--- src/rtl/hood_pkg.sv ---
// Shared constants for the range-hood mode controller: state encoding,
// fan levels, default second counts and small state helpers.
package hood_pkg;

   typedef enum logic [2:0] {
      ST_OFF       = 3'd0,
      ST_STANDBY   = 3'd1,
      ST_L1        = 3'd2,
      ST_L2        = 3'd3,
      ST_L3        = 3'd4,
      ST_EXIT_WAIT = 3'd5,
      ST_CLEAN     = 3'd6
   } state_t;

   localparam logic [1:0] FAN_OFF = 2'd0;
   localparam logic [1:0] FAN_L1  = 2'd1;
   localparam logic [1:0] FAN_L2  = 2'd2;
   localparam logic [1:0] FAN_L3  = 2'd3;

   localparam int DEF_TICKS_PER_SEC = 100;
   localparam int DEF_HURRICANE_SEC = 60;
   localparam int DEF_CLEAN_SEC     = 180;

   function automatic logic [1:0] fan_of(state_t s);
      case (s)
         ST_L1:                fan_of = FAN_L1;
         ST_L2:                fan_of = FAN_L2;
         ST_L3, ST_EXIT_WAIT:  fan_of = FAN_L3;
         default:              fan_of = FAN_OFF;
      endcase
   endfunction

   function automatic logic is_timed(state_t s);
      is_timed = (s == ST_L3) || (s == ST_EXIT_WAIT) || (s == ST_CLEAN);
   endfunction

endpackage

--- src/rtl/hood_mode_ctrl_if.sv ---
// Front-end pulses/levels into the hood controller and its status outputs.
interface hood_mode_ctrl_if;
   logic       tick_100hz;
   logic       power_on;
   logic       req_l1;
   logic       req_l2;
   logic       req_l3;
   logic       req_clean;
   logic       req_stop;
   logic [1:0] fan_level;
   logic [2:0] mode_state;
   logic [7:0] remain_sec;
   logic       hurricane_used;
   logic       clean_active;
   logic       clean_done;

   modport master (
      output tick_100hz, power_on, req_l1, req_l2, req_l3, req_clean, req_stop,
      input  fan_level, mode_state, remain_sec, hurricane_used, clean_active, clean_done
   );

   modport slave (
      input  tick_100hz, power_on, req_l1, req_l2, req_l3, req_clean, req_stop,
      output fan_level, mode_state, remain_sec, hurricane_used, clean_active, clean_done
   );
endinterface

--- src/rtl/hood_mode_ctrl_sec_countdown.sv ---
// Seconds countdown: sub-second tick counter, remain_sec load/decrement and
// a combinational expiry flag for the wrap that takes remain_sec from 1 to 0.
module sec_countdown #(
   parameter int TICKS_PER_SEC = 100
) (
   input  logic       clk,
   input  logic       reset,
   input  logic       tick,
   input  logic       idle,
   input  logic       load,
   input  logic [7:0] load_val,
   output logic [7:0] remain,
   output logic       expire
);

   localparam int SW = (TICKS_PER_SEC > 1) ? $clog2(TICKS_PER_SEC) : 1;
   localparam logic [SW-1:0] SUB_LAST = SW'(TICKS_PER_SEC - 1);

   logic [SW-1:0] sub;
   logic          wrap;

   assign wrap   = tick && (sub == SUB_LAST);
   assign expire = wrap && (remain == 8'd1);

   always_ff @(posedge clk or negedge reset) begin
      if (!reset) begin
         sub    <= '0;
         remain <= 8'd0;
      end else if (idle) begin
         sub    <= '0;
         remain <= 8'd0;
      end else if (load) begin
         sub    <= '0;
         remain <= load_val;
      end else if (wrap) begin
         sub <= '0;
         if (remain != 8'd0)
            remain <= remain - 8'd1;
      end else if (tick) begin
         sub <= sub + SW'(1);
      end
   end

endmodule

--- src/rtl/hood_mode_ctrl.sv ---
// Range-hood fan mode controller. Self-clean mode is built in only when
// HOOD_SELF_CLEAN_EN is defined; otherwise req_clean is ignored.
//
// state        | meaning
// OFF          | power_on low, everything idle
// STANDBY      | powered, fan off
// L1 / L2      | manual fan speed 1 / 2
// L3           | hurricane speed, timed, once per power cycle
// EXIT_WAIT    | speed 3 run-down after stop from L3, timed
// CLEAN        | self-clean, fan off, timed
module hood_mode_ctrl
   import hood_pkg::*;
#(
   parameter int TICKS_PER_SEC = DEF_TICKS_PER_SEC,
   parameter int HURRICANE_SEC = DEF_HURRICANE_SEC,
   parameter int CLEAN_SEC     = DEF_CLEAN_SEC
) (
   input logic            clk,
   input logic            reset,
   hood_mode_ctrl_if.slave bus
);

   state_t     state;
   state_t     nxt;
   logic [1:0] fan_level;
   logic       hurricane_used;
   logic       expire;
   logic       load;
   logic       idle;
   logic [7:0] load_val;
   logic [7:0] remain;

   // Exactly one request wins per clk; a losing or ignored request has no effect.
   always_comb begin
      nxt = state;
      if (!bus.power_on) begin
         nxt = ST_OFF;
      end else begin
         case (state)
            ST_OFF:
               nxt = ST_STANDBY;
            ST_STANDBY: begin
               if (bus.req_stop)
                  nxt = ST_STANDBY;
               else if (bus.req_l3)
                  nxt = hurricane_used ? ST_STANDBY : ST_L3;
               else if (bus.req_l2)
                  nxt = ST_L2;
               else if (bus.req_l1)
                  nxt = ST_L1;
`ifdef HOOD_SELF_CLEAN_EN
               else if (bus.req_clean)
                  nxt = ST_CLEAN;
`endif
            end
            ST_L1, ST_L2: begin
               if (bus.req_stop)
                  nxt = ST_STANDBY;
               else if (bus.req_l3)
                  nxt = state;
               else if (bus.req_l2)
                  nxt = ST_L2;
               else if (bus.req_l1)
                  nxt = ST_L1;
            end
            ST_L3: begin
               if (bus.req_stop)
                  nxt = ST_EXIT_WAIT;
               else if (expire)
                  nxt = ST_L2;
            end
            ST_EXIT_WAIT, ST_CLEAN: begin
               if (expire)
                  nxt = ST_STANDBY;
            end
            default:
               nxt = ST_OFF;
         endcase
      end
   end

   always_comb begin
      load_val = 8'd0;
      case (nxt)
         ST_L3, ST_EXIT_WAIT: load_val = 8'(HURRICANE_SEC);
         ST_CLEAN:            load_val = 8'(CLEAN_SEC);
         default:             load_val = 8'd0;
      endcase
   end

   // Any change into a timed state (including L3 -> EXIT_WAIT) restarts the countdown.
   assign load = is_timed(nxt) && (nxt != state);
   assign idle = !is_timed(nxt);

   sec_countdown #(
      .TICKS_PER_SEC (TICKS_PER_SEC)
   ) u_sec_countdown (
      .clk      (clk),
      .reset    (reset),
      .tick     (bus.tick_100hz),
      .idle     (idle),
      .load     (load),
      .load_val (load_val),
      .remain   (remain),
      .expire   (expire)
   );

   always_ff @(posedge clk or negedge reset) begin
      if (!reset) begin
         state          <= ST_OFF;
         fan_level      <= FAN_OFF;
         hurricane_used <= 1'b0;
      end else begin
         state     <= nxt;
         fan_level <= fan_of(nxt);
         if (!bus.power_on)
            hurricane_used <= 1'b0;
         else if (nxt == ST_L3)
            hurricane_used <= 1'b1;
      end
   end

`ifdef HOOD_SELF_CLEAN_EN
   logic clean_active;
   logic clean_done;

   always_ff @(posedge clk or negedge reset) begin
      if (!reset) begin
         clean_active <= 1'b0;
         clean_done   <= 1'b0;
      end else begin
         clean_active <= (nxt == ST_CLEAN);
         clean_done   <= (state == ST_CLEAN) && (nxt == ST_STANDBY);
      end
   end

   assign bus.clean_active = clean_active;
   assign bus.clean_done   = clean_done;
`else
   logic unused_req_clean;
   assign unused_req_clean = bus.req_clean;
   assign bus.clean_active = 1'b0;
   assign bus.clean_done   = 1'b0;
`endif

   assign bus.fan_level      = fan_level;
   assign bus.mode_state     = state;
   assign bus.remain_sec     = remain;
   assign bus.hurricane_used = hurricane_used;

endmodule

--- src/flat_wrapper.sv ---
// flat-port wrapper written by rule: the top's interface ports become plain ports
module hood_mode_ctrl_flat import hood_pkg::*;
#(
   parameter int TICKS_PER_SEC = DEF_TICKS_PER_SEC,
   parameter int HURRICANE_SEC = DEF_HURRICANE_SEC,
   parameter int CLEAN_SEC     = DEF_CLEAN_SEC
)
  (clk, reset, bus_tick_100hz, bus_power_on, bus_req_l1, bus_req_l2, bus_req_l3, bus_req_clean, bus_req_stop, bus_fan_level, bus_mode_state, bus_remain_sec, bus_hurricane_used, bus_clean_active, bus_clean_done);
  hood_mode_ctrl_if bus_i ();
  input logic clk;
  input logic reset;
  input wire logic [$bits(bus_i.tick_100hz)-1:0] bus_tick_100hz;
  input wire logic [$bits(bus_i.power_on)-1:0] bus_power_on;
  input wire logic [$bits(bus_i.req_l1)-1:0] bus_req_l1;
  input wire logic [$bits(bus_i.req_l2)-1:0] bus_req_l2;
  input wire logic [$bits(bus_i.req_l3)-1:0] bus_req_l3;
  input wire logic [$bits(bus_i.req_clean)-1:0] bus_req_clean;
  input wire logic [$bits(bus_i.req_stop)-1:0] bus_req_stop;
  output wire logic [$bits(bus_i.fan_level)-1:0] bus_fan_level;
  output wire logic [$bits(bus_i.mode_state)-1:0] bus_mode_state;
  output wire logic [$bits(bus_i.remain_sec)-1:0] bus_remain_sec;
  output wire logic [$bits(bus_i.hurricane_used)-1:0] bus_hurricane_used;
  output wire logic [$bits(bus_i.clean_active)-1:0] bus_clean_active;
  output wire logic [$bits(bus_i.clean_done)-1:0] bus_clean_done;
  assign bus_i.tick_100hz = bus_tick_100hz;
  assign bus_i.power_on = bus_power_on;
  assign bus_i.req_l1 = bus_req_l1;
  assign bus_i.req_l2 = bus_req_l2;
  assign bus_i.req_l3 = bus_req_l3;
  assign bus_i.req_clean = bus_req_clean;
  assign bus_i.req_stop = bus_req_stop;
  assign bus_fan_level = bus_i.fan_level;
  assign bus_mode_state = bus_i.mode_state;
  assign bus_remain_sec = bus_i.remain_sec;
  assign bus_hurricane_used = bus_i.hurricane_used;
  assign bus_clean_active = bus_i.clean_active;
  assign bus_clean_done = bus_i.clean_done;
  hood_mode_ctrl #(.TICKS_PER_SEC(TICKS_PER_SEC), .HURRICANE_SEC(HURRICANE_SEC), .CLEAN_SEC(CLEAN_SEC)) u_core (.clk(clk), .reset(reset), .bus(bus_i));
endmodule
--- config.mk ---
export PLATFORM = sky130hd
export DESIGN_NAME = hood_mode_ctrl_flat
export DESIGN_NICKNAME = d
export VERILOG_FILES = /design/src/rtl/hood_pkg.sv /design/src/rtl/hood_mode_ctrl_if.sv /design/src/rtl/hood_mode_ctrl_sec_countdown.sv /design/src/rtl/hood_mode_ctrl.sv /design/src/flat_wrapper.sv
export SDC_FILE = /design/constraint.sdc
export NUM_CORES = 1
export LEC_CHECK = 0
export CAP_MARGIN = 20
export CORE_MARGIN = 2
export CORE_UTILIZATION = 60
export CTS_CLUSTER_SIZE = 16
export DETAILED_ROUTE_END_ITERATION = 10
export DONT_BUFFER_PORTS = 1
export HOLD_SLACK_MARGIN = 0.08
export PLACE_DENSITY_LB_ADDON = 0.2
export REMOVE_ABC_BUFFERS = 1
export SLEW_MARGIN = 40
export SYNTH_ARGS = -nofsm -noshare
export SYNTH_HDL_FRONTEND = slang
export SYNTH_SLANG_ARGS = --single-unit
export TNS_END_PERCENT = 1
--- constraint.sdc ---
create_clock -name clk -period 4.2 [get_ports clk]
set_input_delay 0.42 -clock clk [delete_from_list [all_inputs] [get_ports clk]]
set_output_delay 0.42 -clock clk [all_outputs]
set_load 0.01 [all_outputs]
# [After elaboration in Yosys (flattened, before gate mapping)]
# Cells that the tools add are included.
[classes] addsub=2 mux=24 eq_ne=18 n_reduce_logical=11
[ops] op="2-to-1 mux 3 bit" n=11
[ops] op="2-to-1 mux 8 bit" n=4
[ops] op="2-to-1 mux 7 bit" n=4
[ops] op="equality test 3 bit, second input constant" n=6
[ops] op="case mux 8 bit (2 select lines)" n=1
[ops] op="case mux 3 bit (5 select lines)" n=1
[ops] op="equality test 3 x 2 -> 1 bit, second input constant" n=4
[ops] op="equality test 8 x 1 -> 1 bit, second input constant" n=1
[ops] op="nonzero test 8 bit" n=1
[ops] op="subtractor 8 x 1 -> 8 bit, second input constant" n=1
[ops] op="adder 7 x 1 -> 7 bit, second input constant" n=1
[ops] op="equality test 7 bit, second input constant" n=1
[ops] op="!= test 3 x 2 -> 1 bit, second input constant" n=2
[ops] op="case mux 2 bit (3 select lines)" n=1
[ops] op="OR reduction 2 bit" n=3
[ops] op="!= test 4 x 3 -> 1 bit, second input constant" n=1
[ops] op="equality test 3 x 1 -> 1 bit, second input constant" n=1
[ops] op="logical AND 1 bit" n=3
[ops] op="zero test 3 bit" n=1
[ops] op="!= test 3 bit" n=1
[ops] op="logical OR 1 bit" n=2
[ops] op="2-to-1 mux 1 bit" n=2
[ops] op="!= test 2 x 1 -> 1 bit, second input constant" n=1
[ops] op="AND reduction 2 bit" n=1
[totals] register_bits=21 output_inout_bits=16 word_cells=60 input_bits=9

# [Longest topological paths before layout]
# Gate-level depths: netlist (run 1).
[logic_depth] ltp_word=13 depth_mapped=11 mapped_depth_nobuf=9

# [Hierarchy]
# From an unflattened synthesis (run 1), not the netlist that was laid out.
[hier_totals] cells_unflattened=167 area_unflattened_um2=1411.4
[modules_own_cells] module="sec_countdown" cells_per_inst=114 area_per_inst_um2=968.4 n_inst=1
[modules_own_cells] module="hood_mode_ctrl" cells_per_inst=53 area_per_inst_um2=442.9 n_inst=1

# [Worst setup path before layout (run 1)]
# OpenSTA, ideal clock, no wires.
[synth_path] path_kind="flip-flop to flip-flop" from="register u_core.u_sec_countdown.remain[2]" to="register u_core.u_sec_countdown.sub[2]" arrival_time_ns=1.989 period_less_slack_ns=2.118 slack_ns=2.082 setup_ns=0.129 path_stages_with_launch=10 path_cell_list="dfrtp_1 or4_4 nor4b_4 a221o_2 nand2_1 nand2_2 inv_2 o21ai_2 buf_6 nor3_1"
[synth_between] elab_chain_cells=12 elab_cells_between_ends=17
[synth_lines] element="start, declared" line_no="hood_mode_ctrl_sec_countdown.sv:12" text="output logic [7:0] remain,"
[synth_lines] element="start signal, assigned" line_no="hood_mode_ctrl_sec_countdown.sv:34" text="remain <= load_val;"
[synth_lines] element="start signal, assigned" line_no="hood_mode_ctrl_sec_countdown.sv:38" text="remain <= remain - 8'd1;"
[synth_lines] element="equality test 8 x 1 -> 1 bit (*)" line_no="hood_mode_ctrl_sec_countdown.sv:23" text="assign expire = wrap && (remain == 8'd1);"
[synth_lines] element="logical AND 1 bit (*)" line_no="hood_mode_ctrl_sec_countdown.sv:23"
[synth_lines] element="2-to-1 mux 3 bit" line_no="hood_mode_ctrl.sv:69" text="else if (expire)"
[synth_lines] element="2-to-1 mux 3 bit" line_no="hood_mode_ctrl.sv:67" text="if (bus.req_stop)"
[synth_lines] element="case mux 3 bit (5 select lines) (*)" line_no="hood_mode_ctrl.sv:39" text="case (state)"
[synth_lines] element="2-to-1 mux 3 bit (*)" line_no="hood_mode_ctrl.sv:36" text="if (!bus.power_on) begin"
[synth_lines] element="named net u_core.nxt[2]" line_no="hood_mode_ctrl.sv:24" text="state_t nxt;"
[synth_lines] element="equality test 3 bit" line_no="hood_pkg.sv:34" text="is_timed = (s == ST_L3) || (s == ST_EXIT_WAIT) || (s == ST_CLEAN);"
[synth_lines] element="logical OR 1 bit (2 in a row)" line_no="hood_pkg.sv:34"
[synth_lines] element="logical AND 1 bit" line_no="hood_mode_ctrl.sv:92" text="assign load = is_timed(nxt) && (nxt != state);"
[synth_lines] element="2-to-1 mux 7 bit" line_no="hood_mode_ctrl_sec_countdown.sv:32" text="end else if (load) begin"
[synth_lines] element="2-to-1 mux 7 bit" line_no="hood_mode_ctrl_sec_countdown.sv:29" text="end else if (idle) begin"
[synth_lines] element="end signal, assigned" line_no="hood_mode_ctrl_sec_countdown.sv:40" text="sub <= sub + SW'(1);"
[synth_lines] element="end, declared" line_no="hood_mode_ctrl_sec_countdown.sv:19" text="logic [SW-1:0] sub;"
# The timed path passes the listed nets; every way through them passes the cells marked *.
# A chain may end at the register's enable or synchronous reset.

# [Worst setup path in the final report (run 1)]
[layout_path] from="register u_core.u_sec_countdown.remain[2]" to="register u_core.u_sec_countdown.sub[6]"
[layout_between] elab_chain_cells=12 elab_cells_between_ends=17
[layout_lines] element="equality test 8 x 1 -> 1 bit (*)" line_no="hood_mode_ctrl_sec_countdown.sv:23"
[layout_lines] element="logical AND 1 bit (*)" line_no="hood_mode_ctrl_sec_countdown.sv:23"
[layout_lines] element="2-to-1 mux 3 bit" line_no="hood_mode_ctrl.sv:69"
[layout_lines] element="2-to-1 mux 3 bit" line_no="hood_mode_ctrl.sv:67"
[layout_lines] element="case mux 3 bit (5 select lines) (*)" line_no="hood_mode_ctrl.sv:39"
[layout_lines] element="2-to-1 mux 3 bit (*)" line_no="hood_mode_ctrl.sv:36"
[layout_lines] element="equality test 3 bit" line_no="hood_pkg.sv:34"
[layout_lines] element="logical OR 1 bit (2 in a row)" line_no="hood_pkg.sv:34"
[layout_lines] element="logical AND 1 bit" line_no="hood_mode_ctrl.sv:92"
[layout_lines] element="2-to-1 mux 7 bit" line_no="hood_mode_ctrl_sec_countdown.sv:32"
[layout_lines] element="2-to-1 mux 7 bit" line_no="hood_mode_ctrl_sec_countdown.sv:29"
# Every way passes the cells marked *; elsewhere a longest branch is shown, timed or not.

==> results of run 1 <==
[through the flow]
stage | setup WS [ps] | power (mW) | utilization | area, um^2 | hold slack [ps]
after CTS | 1730 | 0.3875 | 0.6660 | 1320 | 250.9
after global routing | 1559 | 0.4092 | 0.6686 | 1325 | 250.2
after global placement | 1813 | 0.2851 | 0.6471 | 1282 | 124.8
after floorplan | 2027 | 0.2758 | - | 1249 | 124.4
final | 1751 | 0.3865 | 0.6686 | 1325 | 240.9
after detailed placement | 1742 | 0.2878 | 0.6471 | 1282 | 124.7
[worst min path at each step]
stage	cells past startpoint	startpoint	slack, ps	endpoint
floorplan	0	reset	120	u_core.bus.fan_level[0]
global placement	0	reset	120	u_core.bus.mode_state[0]
detailed placement	0	reset	120	u_core.bus.hurricane_used
CTS	2	bus_power_on	250	u_core.bus.hurricane_used
global route	2	bus_power_on	250	u_core.bus.hurricane_used
finish	2	bus_power_on	240	u_core.bus.hurricane_used
[worst reg2reg max path, cell delays in order (launching register included)]
cell,delay [ps]
dfrtp_1,480
or4_4,600
nor4b_4,370
nand2_2,130
o211a_1,230
o21ai_2,400
nor3_1,120
[cell type report]
cell class | count | share of cell area
Clock buffer | 3 | 0.01700
Clock inverter | 1 | 0.003777
Inverter | 7 | 0.01983
Multi-Input combinational cell | 107 | 0.5260
Sequential cell | 21 | 0.3966
Tap cell | 27 | 0.02550
Timing Repair Buffer | 2 | 0.01133
[cell usage in the layout (no fill, tap or decap), types with 2 or more instances in the layout]
cell type | Yosys | layout
dfrtp_1 | 21 | 21
nor2_1 | 18 | 18
a21oi_1 | 11 | 11
nand2_1 | 9 | 9
nand3_1 | 7 | 7
nor3_1 | 7 | 7
xor2_1 | 7 | 7
inv_1 | 6 | 6
xnor2_1 | 4 | 4
ha_1 | 4 | 4
and2_1 | 3 | 3
clkbuf_4 | 0 | 3
nor2b_1 | 2 | 2
and3_1 | 2 | 2
nand2_2 | 2 | 2
nand4b_1 | 2 | 2
a211oi_1 | 2 | 2
conb_1 | 1 | 2
[cell families (layout without fill, tap and decap cells)]
| logic type | count (synthesis) | count (layout) | synth area share |
|---|---|---|---|
| buf+inv | 13 | 13 | 0.04975 |
| mux | 1 | 1 | 0.007805 |
| xor+xnor | 11 | 11 | 0.07512 |
| simple gates | 60 | 60 | 0.2517 |
| flops | 21 | 21 | 0.4098 |
| other cells | 1 | 2 | 0.002924 |
| compound gates | 29 | 29 | 0.1639 |
| fa+ha+maj | 4 | 4 | 0.03903 |
[state kept, by name (all words and copies together) (netlist names)]
signal                         count
u_core.bus.mode_state              3
u_core.u_sec_countdown.remain      8
u_core.bus.fan_level               2
u_core.u_sec_countdown.sub         7
u_core.bus.hurricane_used          1
[synthesized netlist by cell type, drive strengths merged]
library cell  number  share of area
a31oi              1         0.0049
o31ai              2          0.016
conb               1         0.0029
or3                1         0.0049
o311a              1         0.0078
ha                 4          0.039
o21ai              2          0.011
a21boi             1         0.0059
nand3b             1         0.0059
nor3               7          0.027
nor4b              2          0.025
nor2              18          0.053
a41o               1         0.0078
nand4b             2          0.014
o211a              1         0.0078
nand4              1         0.0049
mux2i              1         0.0078
or4                2          0.015
buf                3          0.020
nand2b             1         0.0049
inv                7          0.020
dfrtp             21           0.41
a211oi             2          0.012
a221o              2          0.017
a21oi             12          0.050
a32oi              1         0.0068
xor2               7          0.048
clkbuf             3         0.0088
and2               3          0.015
a21o               1         0.0059
nor2b              2         0.0098
and3               2         0.0098
nand3              7          0.027
nand2             11          0.036
xnor2              4          0.027
o22a               1         0.0068
o21a               1         0.0059
[routing by layer]
metal	vias up	GRT usage	share of wire
met2	46	0.3991	0.52
met1	468	0.2891	0.40
li1	491	-	-
met3	6	0.02976	0.073
met5	-	0	0
met4	0	0.04167	0.011
[power breakdown]
part | total, mW | internal [mW] | switching (mW)
Combinational | 0.0617 | 0.0250 | 0.0367
Clock | 0.0971 | 0.0355 | 0.0616
Sequential | 0.228 | 0.211 | 0.0169
Total | 0.386 | 0.271 | 0.115
==> impl_results.md, run 1 <==
* TritonCTS sink count at 21
* Number of hold violations in the final report at 0
* Non-filler instance count after layout at 168
* Total track usage at 0.2234
* Cell variety after synth at 46
* Post-CTS setup buffers at 0
* Register area at 525.5 um^2
* Max Slew Vio Count at 0
* Final antenna-violating net count at 0
* Critical R2R Capture: u_core.u_sec_countdown.sub[6]
* Worst path depth at 6
* Post-DR vias/cell at 6.018
* Period utilization at 0.5830
* Status: completed
* Largest net degree at the start of global routing at 22
* Final GP Congestion at 0.9187
* Critical Path Source: u_core.u_sec_countdown.remain[2]
* Critical Path, Cell by Cell: or4_4, nor4b_4, nand2_2, o211a_1, o21ai_2, nor3_1
* I/O Buffers at 0
* Endpoint class of the critical path: register
* WP data arrival at 2630 ps
* Mean Syn Cell Area at 9.161 um^2
* Core Area at 1982 um^2
* CP bufs+invs at 0
* Remaining DRCs at 0
* Critical Path Max Stage Delay at approximately 600 ps
* Layout Nets at ~160
* End of the critical path: u_core.u_sec_countdown.sub[6]
* Clk Latency, worst-skew pair at 300 ps
* Min Tclk post-route at 2449 ps
* Post-route setup TNS at 0 ps
* Slowest CP cell: or4_4
* Worst min-delay path category: in -> reg
* Drt total wl at 2548 um
* Die Y at 50.23 um
* Synthesis Warnings at 0
* Num CTS Buffers at 3
* DRT iter0 DRCs at 42
* PwrDens at about 290 nW/um^2
* Synth-to-Final Area Change at 3.317%
* Wire length per cell at 15.17 um
* Vias in the first global route at ~1,000
* Num ports at 25
* Max Cap Violations at 0
* Post-synthesis sequential area ratio at 0.4098
* Post-CTS sizing at 0
* Worst setup SP type: register
* Number of H-tree levels at 1
* CTS clk-pin slew, worst paths at 120 ps
* CTS Root Cell: clkbuf_4
* Hold Buf Count CTS at 1
* Die X at 50.23 um
* GRT overflow at 0
* Worst vdd ir at between 0.00015 and 0.0002 V
* Register-to-register setup slack at 1750 ps
* Setup Skew at just under 2 ps
* RSZ-0062 raised after global routing: false
* Filler cells at 170
* Drt pass-1 iters at 4
* WP data required at 4380 ps
* Fmax at 0.4084 GHz
* Inst Count DP at about 160
* Reg2Reg Depth at 6
* Hpwl dp at 1918 um
* Vias at about 1,000
* Share of cells above drive strength 1 at 0.09929
* CTS max path bufs at 2
* Reg-to-Reg Start: u_core.u_sec_countdown.remain[2]
* Die area at ~2500 um^2
* Initial antenna violation count at 0
* TritonCTS clock tree: done
* Critical path class: reg -> reg
* Row count at 16
* CP Max Fanout at 11
* Synth Register Bits at 21
* Global-route wire length before repair at around 4400 um
* Starting Density at 0.6471
* Post-Synthesis Cells at 140
* Synth Cell Area at 1282 um^2
* Crit-path leading delay family: simple AND/OR/NAND/NOR gates
* Area of the multi-input gates at 696.9 um^2
* Final count of negative-setup-slack endpoints at 0
* Static Leak at ~0.57 nW
* Ant diodes at 0
Note: power is estimated with default switching activity, not from simulation.
==> run 2, diff against run 1 <==
--- a/config.mk
+++ b/config.mk
@@ -7,7 +7,7 @@
 export LEC_CHECK = 0
 export CAP_MARGIN = 20
 export CORE_MARGIN = 2
-export CORE_UTILIZATION = 60
+export CORE_UTILIZATION = 55
 export CTS_CLUSTER_SIZE = 16
 export DETAILED_ROUTE_END_ITERATION = 10
 export DONT_BUFFER_PORTS = 1
==> constraint.sdc (replaced) <==
create_clock -name clk -period 2.2 [get_ports clk]
set_input_delay 0.22 -clock clk [delete_from_list [all_inputs] [get_ports clk]]
set_output_delay 0.22 -clock clk [all_outputs]
set_load 0.01 [all_outputs]
==> impl_results.md, run 2 (synthesized netlist as in run 1, its figures left out) <==
* Status: completed
* WP data arrival at 2270 ps (-360 ps)
* Final GP Congestion at 0.8796 (-4.3%)
* Most frequent cells in the layout: dfrtp_1 (21), nor2_1 (18), a21oi_1 (11), buf_4 (11), nand2_1 (9)
* Die Y at 52.29 um (+4.1%)
* Drt pass-1 iters at 4 (unchanged)
* Critical R2R Capture: u_core.u_sec_countdown.remain[6]
* Num CTS Buffers at 3 (unchanged)
* Worst min-delay path category: in -> reg
* CTS max path bufs at 2 (unchanged)
* Final count of negative-setup-slack endpoints at 0 (unchanged)
* Vias in the first global route at 1,100 (+10%)
* Power, Total at 0.7697 mW (+99%)
* Number of H-tree levels at 1 (unchanged)
* Largest net degree at the start of global routing at 22 (unchanged)
* Critical path class: reg -> reg
* Endpoint class of the critical path: register
* Core Area at 2212 um^2 (+12%)
* Worst hold endpoint: u_core.bus.fan_level[1]
* Post-route setup TNS at 0 ps (unchanged)
* GR peak layer: met2
* Total track usage at 0.2256 (+0.002141)
* Die area at 2734 um^2 (+8.4%)
* Final antenna-violating net count at 0 (unchanged)
* WP data required at 2390 ps (-1990 ps)
* Clk Latency, worst-skew pair at 300 ps (about the same)
* Static Leak at 0.6443 nW (+14%)
* Synth-to-Final Area Change at 14.24%
* Critical Path Source: u_core.u_sec_countdown.remain[2]
* Post-DR vias/cell at 5.832 (-3.1%)
* Filler cells at 190 (+12%)
* Max Cap Violations at 0 (unchanged)
* Vias at 1,073 (+6.1%)
* CTS Root Cell: clkbuf_4
* Layout Nets at 170 (+9.7%)
* Max Slew Vio Count at 0 (unchanged)
* Num ports at 25 (unchanged)
* Global-route wire length before repair at 4616 um (+5.4%)
* CP Max Fanout at 11 (unchanged)
* Number of hold violations in the final report at 0 (unchanged)
* Most flop-heavy register: u_core.u_sec_countdown.remain
* Row count at 17 (+1)
* Hpwl dp at 2031 um (+5.9%)
* Period utilization at 0.9455 (+0.3625)
* Worst hold slack at 88.36 ps (-152.5 ps)
* Min Tclk post-route at 2080 ps (-368.6 ps)
* DRT iter0 DRCs at 14 (-67%)
* Wire length per cell at 14.92 um (-1.6%)
* Die X at 52.29 um (+4.1%)
* Drt total wl at 2745 um (+7.7%)
* Remaining DRCs at 0 (unchanged)
* Register-to-register setup slack at 120 ps (-1630 ps)
* I/O Buffers at 0 (unchanged)
* Worst setup SP type: register
* Share of cells above drive strength 1 at 0.1795 (+0.08020)
* Setup Skew at 6.888 ps (+4.925 ps)
* Reg-to-Reg Start: u_core.u_sec_countdown.remain[2]
* Initial antenna violation count at 0 (unchanged)
* Met2 usage at 0.3979 (-0.001206)
* Commonest non-fill, non-tap cell in the layout: dfrtp_1
* Met1 usage in global routing at 0.2645 (-0.02457)
* TritonCTS clock tree: done
* Min-delay src: bus_power_on
* PwrDens at 525.4 nW/um^2 (+80%)
* RSZ-0062 raised after global routing: false
* GRT overflow at 0 (unchanged)
* Worst vdd ir at 0.0003998 V (+110%)
* Post-CTS setup buffers at 0 (unchanged)
* Starting Density at 0.5798 (-0.06734)
* Hold Path Cell Cnt at 2 (unchanged)
* Met3 Resource Use GR at 0.04857 (+0.01881)
* Reg2Reg Depth at 7 (+1)
* Max FFs per register at 8 (unchanged)
* Fmax at 0.4808 GHz (+18%)
* TritonCTS sink count at 21 (unchanged)
* Ant diodes at 0 (unchanged)
* CTS clk-pin slew, worst paths at 120 ps (about the same)
run 2: worst max-delay path by stage:
| stage | endpoint | depth (start not counted) |
|---|---|---|
| after floorplan | u_core.u_sec_countdown.sub[3] | 6 |
| after global placement | u_core.u_sec_countdown.sub[2] | 7 |
| after detailed placement | u_core.u_sec_countdown.remain[1] | 7 |
| after CTS | u_core.u_sec_countdown.remain[1] | 7 |
| after global routing | u_core.u_sec_countdown.sub[5] | 10 |
| final | u_core.u_sec_countdown.remain[6] | 7 |
run 2: metrics by stage:
step	instances	setup WS, ps	utilization	cell area (um^2)
2_1_floorplan	135	27.32	-	1249
3_3_place_gp	175	101.6	0.6267	1386
3_5_place_dp	175	70.95	0.6267	1386
4_1_cts	182	50.53	0.6527	1444
5_1_grt	184	6.036	0.6623	1465
6_report	184	119.9	0.6623	1465
run 2: what timing repair did:
action | in CTS | in global routing
resized for setup | 0 | 2
hold endpoints to repair | 23 | 22
hold buffers | 3 | 2
endpoints found under the setup margin | 0 | 15
run 2: power breakdown:
part | internal (mW) | total [mW] | switching, mW
Combinational | 0.0698 | 0.165 | 0.0956
Clock | 0.0677 | 0.186 | 0.119
Sequential | 0.403 | 0.418 | 0.0155
Total | 0.540 | 0.770 | 0.230
run 2: cell type report:
| cell class | instances | area [um^2] | share of cell area |
|---|---|---|---|
| Inverter | 7 | 26.28 | 0.01793 |
| Timing Repair Buffer | 17 | 147.6 | 0.1008 |
| Clock buffer | 3 | 22.52 | 0.01537 |
| Sequential cell | 21 | 525.5 | 0.3587 |
| Multi-Input combinational cell | 107 | 703.2 | 0.4799 |
| Clock inverter | 1 | 5.005 | 0.003416 |
| Tap cell | 28 | 35.03 | 0.02391 |
run 2: layer usage:
layer  wire [um]  vias to the layer above
li1            -                      524
met1        1186                      515
met2        1382                       32
met3         158                        2
met4          17                        0
met5           0                        -
run 2: critical path, cell delays in order, from the launching register on:
cell and delay (ps):
dfrtp_1 400, or4_4 570, nor4b_4 320, nand2_2 100, o211a_1 220, o21ai_2 160
buf_12 150, a21oi_1 50
==> run 3, diff against run 2 <==
--- a/config.mk
+++ b/config.mk
@@ -5,6 +5,7 @@
 export SDC_FILE = /design/constraint.sdc
 export NUM_CORES = 1
 export LEC_CHECK = 0
+export ABC_CLOCK_PERIOD_IN_PS = 1900
 export CAP_MARGIN = 20
 export CORE_MARGIN = 2
 export CORE_UTILIZATION = 55
==> constraint.sdc (replaced) <==
create_clock -name clk -period 1.9 [get_ports clk]
set_input_delay 0.19 -clock clk [delete_from_list [all_inputs] [get_ports clk]]
set_output_delay 0.19 -clock clk [all_outputs]
set_load 0.01 [all_outputs]
==> impl_results.md, run 3 (synthesized netlist as in run 1, its figures left out) <==
* Worst vdd ir at 0.0004781 V (+20%)
* Register-to-register setup slack at -170 ps (-290 ps)
* Number of hold violations in the final report at 0 (unchanged)
* CTS clk-pin slew, worst paths at 120 ps (about the same)
* Clk Latency, worst-skew pair at 300 ps (about the same)
* Worst setup SP type: register
* Drt total wl at 3002 um (+9.4%)
* Clock network power share at 0.237 (-0.005)
* Max FFs per register at 8 (unchanged)
* WP data required at 2090 ps (-300 ps)
* Setup Skew at 4.204 ps (-2.684 ps)
* Critical Path, Cell by Cell: or4_4, nor4b_4, nand2_2, o211a_1, o21ai_2, buf_6, nor3_1
* Critical path class: reg -> reg
* CTS Root Cell: clkbuf_4
* Worst path depth at 7 (unchanged)
* Final GP Congestion at 0.8772 (-0.27%)
* Die X at 52.29 um (unchanged)
* Num CTS Buffers at 3 (unchanged)
* Slowest CP cell: or4_4
* Worst min-delay path category: in -> reg
* Crit-path leading delay family: simple AND/OR/NAND/NOR gates
* Sw Ratio at 0.2922 (-0.006217)
* Row count at 17 (unchanged)
* Core Area at 2212 um^2 (unchanged)
* Total track usage at 0.2409 (+0.01535)
* Drt pass-1 iters at 4 (unchanged)
* Vias at 1,164 (+8.5%)
* Static Leak at 0.7138 nW (+11%)
* CTS max path bufs at 2 (unchanged)
* DRT iter0 DRCs at 28 (+14)
* Wire length per cell at 15.16 um (+1.6%)
* Die area at 2734 um^2 (unchanged)
* Reg-to-Reg Start: u_core.u_sec_countdown.remain[2]
* TritonCTS clock tree: done
* Fmax at 0.4824 GHz (+0.33%)
* Num ports at 25 (unchanged)
* Global-route wire length before repair at 4857 um (+5.2%)
* Remaining DRCs at 0 (unchanged)
* Final WS setup at -173.1 ps (-293.1 ps)
* Final count of negative-setup-slack endpoints at 19 (+19)
* Failing checks: negative setup slack
* Vias in the first global route at 1,143 (+3.9%)
* Internal power at 0.6390 mW (+18%)
* GRT overflow at 0 (unchanged)
* Initial antenna violation count at 0 (unchanged)
* Critical R2R Capture: u_core.u_sec_countdown.sub[4]
* WP data arrival at 2260 ps (about the same)
* Max Cap Violations at 0 (unchanged)
* Layout Nets at 184 (+8.2%)
* CP Max Fanout at 7 (-4)
* Share of cells above drive strength 1 at 0.2588 (+0.07934)
* PwrDens at 574.5 nW/um^2 (+9.3%)
* TritonCTS sink count at 21 (unchanged)
* Hpwl dp at 2171 um (+6.9%)
* CP bufs+invs at 1 (unchanged)
* Most flop-heavy register: u_core.u_sec_countdown.remain
* NetSw at 0.2638 mW (+15%)
* Commonest non-fill, non-tap cell in the layout: buf_4
* Number of H-tree levels at 1 (unchanged)
* Starting Density at 0.5798 (unchanged)
* Largest net degree at the start of global routing at 22 (unchanged)
* Layout Utilization at 0.7104 (+0.04808)
* Filler cells at 181 (-4.7%)
* Critical Path Max Stage Delay at 560 ps (about the same)
* Final antenna-violating net count at 0 (unchanged)
* Reg2Reg Depth at 7 (unchanged)
* Logic gate share of total power at 0.222 (+0.007)
* Period utilization at 1.091 (+0.1456)
* RSZ-0062 raised after global routing: true
* Min Tclk post-route at 2073 ps (-6.910 ps)
* Die Y at 52.29 um (unchanged)
* Endpoint class of the critical path: register
* Flop pwr share at 0.541 (-0.002)
* Max Slew Vio Count at 0 (unchanged)
* I/O Buffers at 0 (unchanged)
* Inst Count DP at 190 (+8.6%)
* Ant diodes at 0 (unchanged)
* Most frequent cells in the layout: buf_4 (26), dfrtp_1 (21), nor2_1 (18), a21oi_1 (10), nand2_1 (9)
* Status: finished with violations
* Non-filler instance count after layout at 198 (+7.6%)
* Synth-to-Final Area Change at 22.54%
* Post-DR vias/cell at 5.879 (+0.81%)
* Critical Path Source: u_core.u_sec_countdown.remain[2]
* Worst hold slack at 191.3 ps (+102.9 ps)
* End of the critical path: u_core.u_sec_countdown.sub[4]
* Power, Total at 0.9028 mW (+17%)
## run 3: power groups by stage
stage	Sequential (mW)	Clock (mW)	Combinational, mW
2_1_floorplan	0.505	0	0.105
3_3_place_gp	0.497	0	0.176
3_5_place_dp	0.497	0	0.181
4_1_cts	0.488	0.221	0.197
5_1_grt	0.492	0.234	0.221
6_report	0.489	0.214	0.201
## run 3: stage by stage
step | setup WS (ps) | cell area, um^2 | setup TNS (ps)
final | -173.1 | 1572 | -2596
after global placement | -153.4 | 1486 | -2068
after global routing | -284.1 | 1572 | -4671
after detailed placement | -211.0 | 1486 | -3189
after CTS | -180.3 | 1553 | -2712
after floorplan | -272.7 | 1249 | -3061
## run 3: cell type report
| type | instances | area, um^2 | area share |
|---|---|---|---|
| Tap cell | 28 | 35.03 | 0.02229 |
| Sequential cell | 21 | 525.5 | 0.3344 |
| Multi-Input combinational cell | 107 | 716.9 | 0.4562 |
| Clock buffer | 4 | 26.28 | 0.01672 |
| Inverter | 7 | 26.28 | 0.01672 |
| Timing Repair Buffer | 31 | 241.5 | 0.1537 |
## run 3: metal layers
| metal | part of all wire | global-route usage |
|---|---|---|
| met1 | 0.41 | 0.2802 |
| met2 | 0.53 | 0.4500 |
| met3 | 0.049 | 0.04000 |
| met4 | 0.0083 | 0.06410 |
| met5 | 0 | 0 |
## run 3: tightest hold or removal path, stage by stage
cell and delay, ps:
and2_1 150, nand2_2 90, inv_2 40
## run 3: worst min-delay path by stage
stage,start,to,slack (ps),cells after the start
6_report,bus_power_on,u_core.bus.mode_state[2],190,3
5_1_grt,bus_power_on,u_core.bus.mode_state[2],200,3
4_1_cts,bus_power_on,u_core.bus.mode_state[2],180,3
3_5_place_dp,reset,u_core.bus.mode_state[0],-110,0
3_3_place_gp,reset,u_core.bus.mode_state[0],-110,0
2_1_floorplan,reset,u_core.bus.fan_level[0],-110,0
## run 3: timing repair
| action | 4_1_cts | 5_1_grt |
|---|---|---|
| hold buffers | 3 | 1 |
| buffers inserted | 0 | 0 |
| pin swaps | 5 | 0 |
| cloned | 0 | 0 |
| resized for setup | 2 | 3 |
| endpoints found under the setup margin | 20 | 20 |
| endpoints found under the hold margin | 26 | 21 |
